--- config.mk ---
export PLATFORM = sky130hd
export DESIGN_NAME = reg_file_mp
export DESIGN_NICKNAME = d
export VERILOG_FILES = /design/src/rtl/rf_pkg.sv /design/src/rtl/rf_scoreboard.sv /design/src/rtl/reg_file_mp.sv
export SDC_FILE = /design/constraint.sdc
export NUM_CORES = 1
export LEC_CHECK = 0
export BUFFER_PORTS_ARGS = -buffer_cell sky130_fd_sc_hd__buf_2
export CAP_MARGIN = 20
export CORE_MARGIN = 2
export CORE_UTILIZATION = 45
export DETAILED_ROUTE_END_ITERATION = 7
export GPL_TIMING_DRIVEN = 0
export PLACE_DENSITY_LB_ADDON = 0.3
export SYNTH_ARGS = -nofsm -noshare
export SYNTH_HDL_FRONTEND = slang
export SYNTH_SLANG_ARGS = --single-unit
--- constraint.sdc ---
create_clock -name Clock -period 6.8 [get_ports Clock]
set_clock_uncertainty 0.05 [all_clocks]
set_input_delay 1.36 -clock Clock [delete_from_list [all_inputs] [get_ports Clock]]
set_output_delay 1.36 -clock Clock [all_outputs]
set_load 0.01 [all_outputs]
--- src/rtl/rf_pkg.sv ---
// ============================================================================
// Module   : rf_pkg
// Purpose  : Shared constants, write-port type and write-qualify helper for
//            the multi-port register file.
// Revision : 1.0  initial release
// ============================================================================
`default_nettype none

package rf_pkg;

    localparam int unsigned c_DATA_W = 16;
    localparam int unsigned c_ADDR_W = 4;

    typedef struct packed {
        logic                en;
        logic [c_ADDR_W-1:0] addr;
        logic [c_DATA_W-1:0] data;
    } wr_port_t;

    // A write (or issue) to r0 is discarded when r0 is hardwired to zero.
    function automatic logic is_eff_write(input logic        en,
                                          input logic [31:0] addr,
                                          input logic        zero_reg);
        return en && !(zero_reg && (addr == 32'd0));
    endfunction

endpackage

`default_nettype wire

--- src/rtl/rf_scoreboard.sv ---
// ============================================================================
// Module   : rf_scoreboard
// Purpose  : Per-register pending bits: set on issue, cleared on writeback,
//            all cleared on flush.
// Revision : 1.0  initial release
// ============================================================================
`default_nettype none

module rf_scoreboard
    import rf_pkg::*;
#(
    parameter int unsigned ADDR_W   = c_ADDR_W,
    parameter int unsigned ZERO_REG = 1
) (
    input  logic                   Clock,
    input  logic                   Reset,
    input  logic                   IssEn,
    input  logic [ADDR_W-1:0]      IssAddr,
    input  logic                   Flush,
    input  logic                   WEffA,
    input  logic [ADDR_W-1:0]      WAddrA,
    input  logic                   WEffB,
    input  logic [ADDR_W-1:0]      WAddrB,
    output logic [(1<<ADDR_W)-1:0] BusyVec
);

    localparam int unsigned c_DEPTH = 1 << ADDR_W;

    logic               w_iss;
    logic [c_DEPTH-1:0] w_next;
    logic [c_DEPTH-1:0] r_pend;

    assign w_iss = is_eff_write(IssEn, 32'(IssAddr), ZERO_REG != 0);

    // Issue beats writeback: the newly issued producer is still outstanding.
    always_comb begin
        w_next = r_pend;
        for (int r = 0; r < c_DEPTH; r++) begin
            if (Flush)
                w_next[r] = 1'b0;
            else if (w_iss && (IssAddr == ADDR_W'(r)))
                w_next[r] = 1'b1;
            else if ((WEffA && (WAddrA == ADDR_W'(r))) ||
                     (WEffB && (WAddrB == ADDR_W'(r))))
                w_next[r] = 1'b0;
        end
    end

    always_ff @(posedge Clock or negedge Reset) begin
        if (!Reset)
            r_pend <= '0;
        else
            r_pend <= w_next;
    end

    assign BusyVec = r_pend;

endmodule

`default_nettype wire

--- src/rtl/reg_file_mp.sv ---
// ============================================================================
// Module   : reg_file_mp
// Purpose  : Multi-port register file with two prioritised write ports,
//            write-to-read bypass, optional zero register and scoreboard.
// Revision : 1.0  initial release
// ============================================================================
`default_nettype none

module reg_file_mp
    import rf_pkg::*;
#(
    parameter int unsigned DATA_W   = c_DATA_W,
    parameter int unsigned ADDR_W   = c_ADDR_W,
    parameter int unsigned NUM_RD   = 2,
    parameter int unsigned ZERO_REG = 1,
    parameter int unsigned BYPASS   = 1
) (
    input  logic                     Clock,
    input  logic                     Reset,
    input  logic [NUM_RD*ADDR_W-1:0] RAddr,
    output logic [NUM_RD*DATA_W-1:0] RData,
    output logic [NUM_RD-1:0]        RBusy,
    input  logic                     WenA,
    input  logic [ADDR_W-1:0]        WAddrA,
    input  logic [DATA_W-1:0]        WDataA,
    input  logic                     WenB,
    input  logic [ADDR_W-1:0]        WAddrB,
    input  logic [DATA_W-1:0]        WDataB,
    input  logic                     IssEn,
    input  logic [ADDR_W-1:0]        IssAddr,
    input  logic                     Flush,
    output logic [(1<<ADDR_W)-1:0]   BusyVec,
    output logic                     Conflict
);

    localparam int unsigned c_DEPTH = 1 << ADDR_W;

    logic [DATA_W-1:0] r_mem [c_DEPTH];
    logic              r_conflict;
    logic              w_eff_a;
    logic              w_eff_b;
    logic              w_same;
    logic              w_wr_b;

    assign w_eff_a = is_eff_write(WenA, 32'(WAddrA), ZERO_REG != 0);
    assign w_eff_b = is_eff_write(WenB, 32'(WAddrB), ZERO_REG != 0);
    assign w_same  = w_eff_a && w_eff_b && (WAddrA == WAddrB);
    assign w_wr_b  = w_eff_b && !w_same;

    always_ff @(posedge Clock or negedge Reset) begin
        if (!Reset) begin
            for (int i = 0; i < c_DEPTH; i++)
                r_mem[i] <= '0;
            r_conflict <= 1'b0;
        end else begin
            if (w_eff_a)
                r_mem[WAddrA] <= WDataA;
            if (w_wr_b)
                r_mem[WAddrB] <= WDataB;
            r_conflict <= w_same;
        end
    end

    assign Conflict = r_conflict;

    rf_scoreboard #(
        .ADDR_W   (ADDR_W),
        .ZERO_REG (ZERO_REG)
    ) u_scoreboard (
        .Clock   (Clock),
        .Reset   (Reset),
        .IssEn   (IssEn),
        .IssAddr (IssAddr),
        .Flush   (Flush),
        .WEffA   (w_eff_a),
        .WAddrA  (WAddrA),
        .WEffB   (w_eff_b),
        .WAddrB  (WAddrB),
        .BusyVec (BusyVec)
    );

    for (genvar gi = 0; gi < NUM_RD; gi++) begin : g_rd
        logic [ADDR_W-1:0] w_addr;
        logic              w_zero;
        logic              w_hit_a;
        logic              w_hit_b;

        assign w_addr  = RAddr[gi*ADDR_W +: ADDR_W];
        assign w_zero  = (ZERO_REG != 0) && (w_addr == '0);
        assign w_hit_a = (BYPASS != 0) && w_eff_a && (WAddrA == w_addr);
        assign w_hit_b = (BYPASS != 0) && w_eff_b && (WAddrB == w_addr);

        // Port A forwards ahead of B, matching the write priority.
        assign RData[gi*DATA_W +: DATA_W] = w_zero  ? '0     :
                                            w_hit_a ? WDataA :
                                            w_hit_b ? WDataB :
                                                      r_mem[w_addr];

        assign RBusy[gi] = !w_zero && !w_hit_a && !w_hit_b && BusyVec[w_addr];
    end

endmodule

`default_nettype wire

# Word level (Yosys, flattened, before mapping)
# Cells that the tools add are included.
word_totals:
  elab_cells: 280
  regBits: 273
  inputBits: 58
  output_inout_bits: 51
op_classes:
  eq_ne: 50
  n_lt_le_gt_ge: 8
  bitwise: 4
  n_reduce_logical: 113
  mux: 72
ops:
  columns: ["op", "count"]
  rows:
  - ["256-bit bitwise mux", 2]
  - ["256-bit 2-to-1 mux", 2]
  - ["16-bit 2-to-1 mux", 12]
  - ["16-bit binary-select mux with 4-bit select", 2]
  - ["16-bit demux with 4-bit select", 2]
  - ["4-bit == test, second input constant", 24]
  - ["1-bit logical AND", 66]
  - ["1-bit 2-to-1 mux", 50]
  - ["4-bit by 3-bit == test with 1-bit output, second input constant", 12]
  - ["3-bit nonzero test", 16]
  - ["4-bit by 2-bit == test with 1-bit output, second input constant", 6]
  - ["4-bit == test", 5]
  - ["5-bit greater-or-equal comparator, second input constant", 4]
  - ["4-bit logical NOT", 5]
  - ["4-bit inverter with 5-bit output", 4]
  - ["1-bit logical OR", 16]
  - ["4-bit by 1-bit == test with 1-bit output, second input constant", 3]
  - ["1-bit logical NOT", 10]
  - ["4-bit by 5-bit less-than comparator with 1-bit output, second input constant", 2]
  - ["5-bit by 1-bit less-than comparator with 1-bit output, second input constant", 2]
  - ["1-bit binary-select mux with 4-bit select", 2]

# Logic depth before layout (Yosys ltp)
logic_depth:
  depth_word: 9
  depth_mapped: 9

# Modules after synthesis
# Synthesis repeated with hierarchy kept, for this count alone.
unflattened:
  hier_cells: 1834
  hier_area_um2: 18192.4
modules_own_cells:
  columns: ["mod", "instances", "cells_each", "seq_area_each_um2", "area_per_inst_um2"]
  rows:
  - ["reg_file_mp", 1, 1743, 6431.2, 17311.6]
  - ["rf_scoreboard", 1, 91, 400.4, 880.8]

# Least setup slack after synthesis
# Ideal clock, no wire load.
synth_path:
  kind: "in2out"
  from: "in RAddr[4]"
  to: "out RData[30]"
  cell_stages: 8
  setup_slack_ns: 2.358
  path_buffers: 3
  arrival_time_ns: 3.032
  path_cell_list: "buf_2 -> buf_4 -> buf_2 -> mux4_2 -> mux2_2 -> nand2_1 -> nand3_1 -> and3_1"
synth_between:
  elab_chain_cells: 7
  word_cells_on_any_way: 12
synth_rtl:
  columns: ["item", "line_no", "text"]
  rows:
  - ["start, declared", "reg_file_mp.sv:20", "input logic [NUM_RD*ADDR_W-1:0] RAddr,"]
  - ["4-bit inverter with 5-bit output (implied by the code)", "reg_file_mp.sv:97", "r_mem[w_addr];"]
  - ["16-bit binary-select mux with 4-bit select", "reg_file_mp.sv:97", null]
  - ["16-bit 2-to-1 mux (implied by the code) (2 in a row)", "reg_file_mp.sv:97", null]
  - ["16-bit 2-to-1 mux", "reg_file_mp.sv:96", "w_hit_b ? WDataB :"]
  - ["16-bit 2-to-1 mux", "reg_file_mp.sv:95", "w_hit_a ? WDataA :"]
  - ["16-bit 2-to-1 mux (*)", "reg_file_mp.sv:94", "assign RData[gi*DATA_W +: DATA_W] = w_zero ? '0 :"]
  - ["end, declared", "reg_file_mp.sv:21", "output logic [NUM_RD*DATA_W-1:0] RData,"]
# Mark *: on every way between the ends. The rest lies on a longest branch, timed or not. The select of a mux whose other input is x is not followed.

# Final worst setup path
layout_path:
  from: "in RAddr[4]"
  to: "out RData[29]"
# The elaborated chain is that of the path after synthesis.

==> results.md <==
* Run status: complete, no violations
* HPWL after DPL at around 51000 um
* Critical-path top delay cell: nor2_1
* Bufs on Longest Clock Path at 3
* Fillcell total at 3783
* Global routing's busiest layer: met2
* GP Congestion at 0.960
* Post-synthesis mux area share at 0.316
* H-Tree Depth at 2
* Family with the most delay on the worst path: simple AND/OR/NAND/NOR gates
* Max Freq at approximately 190 MHz
* # nets final at 2023
* Remaining DRCs at 0
* Core Region at 0.0408 sq mm
* Finished Cell Area at 0.0209 sq mm
* Largest family of logic cells by synthesized area: multiplexers
* CP endpoint kind: primary output
* ANT cells at 0
* Clock Sinks at 273
* # setup viols final at 0
* Vias in the first global route at about 16000
* CP cell instances: buf_2 -> buf_4 -> buf_2 -> nor2_1 -> nand2_1 -> clkbuf_1 -> and3_1 -> buf_2
* CTS Hold Bufs at 0
* Routed vias at 15519
* CTS Root Cell: clkbuf_16
* Share of cells above drive strength 1 at 0.211
* Hold Path Class: reg -> reg
* Req. time, crit path at 5.39 ns
* Final worst-path cycle share at 0.793
* GRT overflow at 0
* Commonest non-fill, non-tap cell in the layout: mux2i_1
* Total power at between 5 and 6 mW
* Max VDD drop at 0.000137 V
* HP Start: r_mem[241]
* GRT Util Overall at 0.304
* Multi-input logic area at 0.0106 sq mm
* Area grow syn2layout at 12.3%
* Bufs and invs on worst path at 5
* Drt first pass iters at 6
* Met1 Track Usage GR at 0.426
* Crit path from: RAddr[4]
* Synth unique cells at 54
* I/O Buffers at 64
* PwrDens at 284 mW/mm^2
* Initial Util at 0.456
* Crit Reg-Reg Startpoint: u_scoreboard.BusyVec[4]
* Placement Cell Area at about 0.020 sq mm
* IO Pins at 109
* Met3 usage at 0.0563
* Worst slew margin at 0.255
* PostCTS Resize Cnt at 0
* GR Util met2 at 0.467
* CTS tree: built
* Crit path max fanout at 10
* Die width at 207 um
* Later-pin clock latency in the skew report at 0.53 ns
* Global-route wire length before repair at about 100000 um
* Synth warn at 0
* Drt via density at 6.16
* Synth Area in Adders at 0
* Synth Area in Compound Gates at 0.149
* Post-synthesis sequential area ratio at 0.367
* Leak at about 9 nW
* Syn_nets at 1919
* Startpoint Class: primary input
* Synth Register Bits at 273
* Crit path time final at 5.39 ns
* Max cap viols at 0
* Max Slew Vio Count at 0
* Worst path arrival time at 3.98 ns
* Post CTS Setup Buffer Count at 0
* Most frequent cells in the layout: 337 x mux2i_1, 281 x nor2_1, 273 x dfrtp_1
* Clock buffer count from CTS at 34
* DRT antenna net count at 0
* Xor-xnor portion of the synthesized cell area at 0.00941
* RSZ-0062 raised after global routing: false
* Actual slew at the worst max-slew pin at roughly 1.1 ns
* DIE HEIGHT at 207 um
* Antenna violations before repair at 1
* Register Area at 0.00683 sq mm
* DRT iter0 DRCs at 1979
* Critical Path Most Common Cell: buf_2
* WL/cell at 26.0 um
* Simple-Gate Fraction of Synth Area at 0.0958
* Syn Inst Count at 1861
* Num rows at between 70 and 80
* Final hold violations at 0
* Synth Cell Area at between 0.015 and 0.02 sq mm
* Die area at around 0.043 sq mm
* WS Path Type: in -> out
* Pin count of the biggest net entering global routing at 75
* Worst stage delay on the critical path at 0.65 ns
* Worst-path clk slew at 0.06 ns
* Post-Route WL at 65600 um
* Synthesized area per cell at about 10 sq um
## final timing paths
check / endpoint / slack, ns / cells after the start
setup / recovery: RData[29] / 1.41 / 8
hold / removal: r_mem[241] / 0.44 / 1
setup reg to reg: u_scoreboard.BusyVec[4] / 5.74 / 2
hold reg to reg: r_mem[241] / 0.44 / 1
max in group asynchronous: r_mem[75] / 4.82 / 3
min in group asynchronous: r_mem[241] / 0.71 / 1
## stage by stage
step                cells  hold WS, ns  TNS (ns)  utilization  setup WS, ns
global placement     2457        0.413   -240.02        0.480        -0.922
global route         2521        0.462         0        0.512          1.40
finish               2521        0.437         0        0.512          1.41
CTS                  2520        0.437         0        0.512          1.52
detailed placement   2460        0.423         0        0.482          1.52
floorplan            1861        0.395         0            -          2.36
## worst reg2reg max path: stages, from the launching register on
cell	delay [ns]
dfrtp_1	0.45
a32oi_1	0.36
nor2_1	0.08
## cell usage after synthesis, drive strengths merged
| cell type | instances | area, sq um |
|---|---|---|
| a2111oi | 16 | 340 |
| a211oi | 1 | 7.51 |
| a21oi | 263 | 1320 |
| a22oi | 40 | 319 |
| a31oi | 4 | 25.0 |
| a32oi | 9 | 78.8 |
| and2 | 2 | 12.5 |
| and3 | 20 | 130 |
| and3b | 1 | 8.76 |
| buf | 117 | 674 |
| clkbuf | 119 | 447 |
| dfrtp | 273 | 6830 |
| inv | 16 | 60.1 |
| mux2 | 80 | 901 |
| mux2i | 337 | 3370 |
| mux4 | 71 | 1600 |
| nand2 | 34 | 133 |
| nand2b | 5 | 31.3 |
| nand3 | 33 | 165 |
| nand3b | 3 | 22.5 |
| nand4 | 1 | 6.26 |
| nor2 | 291 | 1120 |
| nor2b | 9 | 56.3 |
| nor3 | 1 | 5.00 |
| nor3b | 4 | 30.0 |
| nor4 | 3 | 40.0 |
| o2111a | 1 | 11.3 |
| o2111ai | 4 | 35.0 |
| o211a | 2 | 20.0 |
| o211ai | 27 | 248 |
| o21ai | 33 | 165 |
| o221a | 15 | 169 |
| o41a | 2 | 32.5 |
| or2 | 1 | 6.26 |
| or3 | 3 | 18.8 |
| xnor2 | 6 | 52.6 |
| xor2 | 14 | 123 |
## flip-flops by register name (all words and copies together), names as in the netlist
| name | cells |
|---|---|
| r_mem | 256 |
| u_scoreboard.BusyVec | 16 |
| Conflict | 1 |
## report_power, final
group	leakage [nW]	internal, mW	total [mW]	switching (mW)
Combinational	5.12	0.792	1.60	0.804
Clock	0.600	1.23	1.99	0.755
Sequential	3.21	2.01	2.36	0.348
Total	8.94	4.03	5.94	1.91
## cells by family (layout without fill, tap and decap cells)
logic type / Yosys count / count (layout)
muxes: 488 / 488
DFF: 273 / 273
AOI/OAI and AO/OA: 417 / 417
buffers and inverters: 252 / 380
and+or+nand+nor: 411 / 411
xor gates and xnor gates: 20 / 20
## final cells by class
cell class / instances / area share
Clock buffer: 47 / 0.0485
Sequential cell: 273 / 0.327
Tap cell: 532 / 0.0318
Clock inverter: 13 / 0.00928
Buffer: 236 / 0.0536
Timing Repair Buffer: 68 / 0.0200
Inverter: 16 / 0.00287
Multi-Input combinational cell: 1336 / 0.507
## per-layer routing
metal  vias up  wire, um
met2       723     29500
met1      7733     28200
li1       6915         -
met4         2      2630
met3       146      5160
met5         -        13
Note: power is estimated with default switching activity, not from simulation.
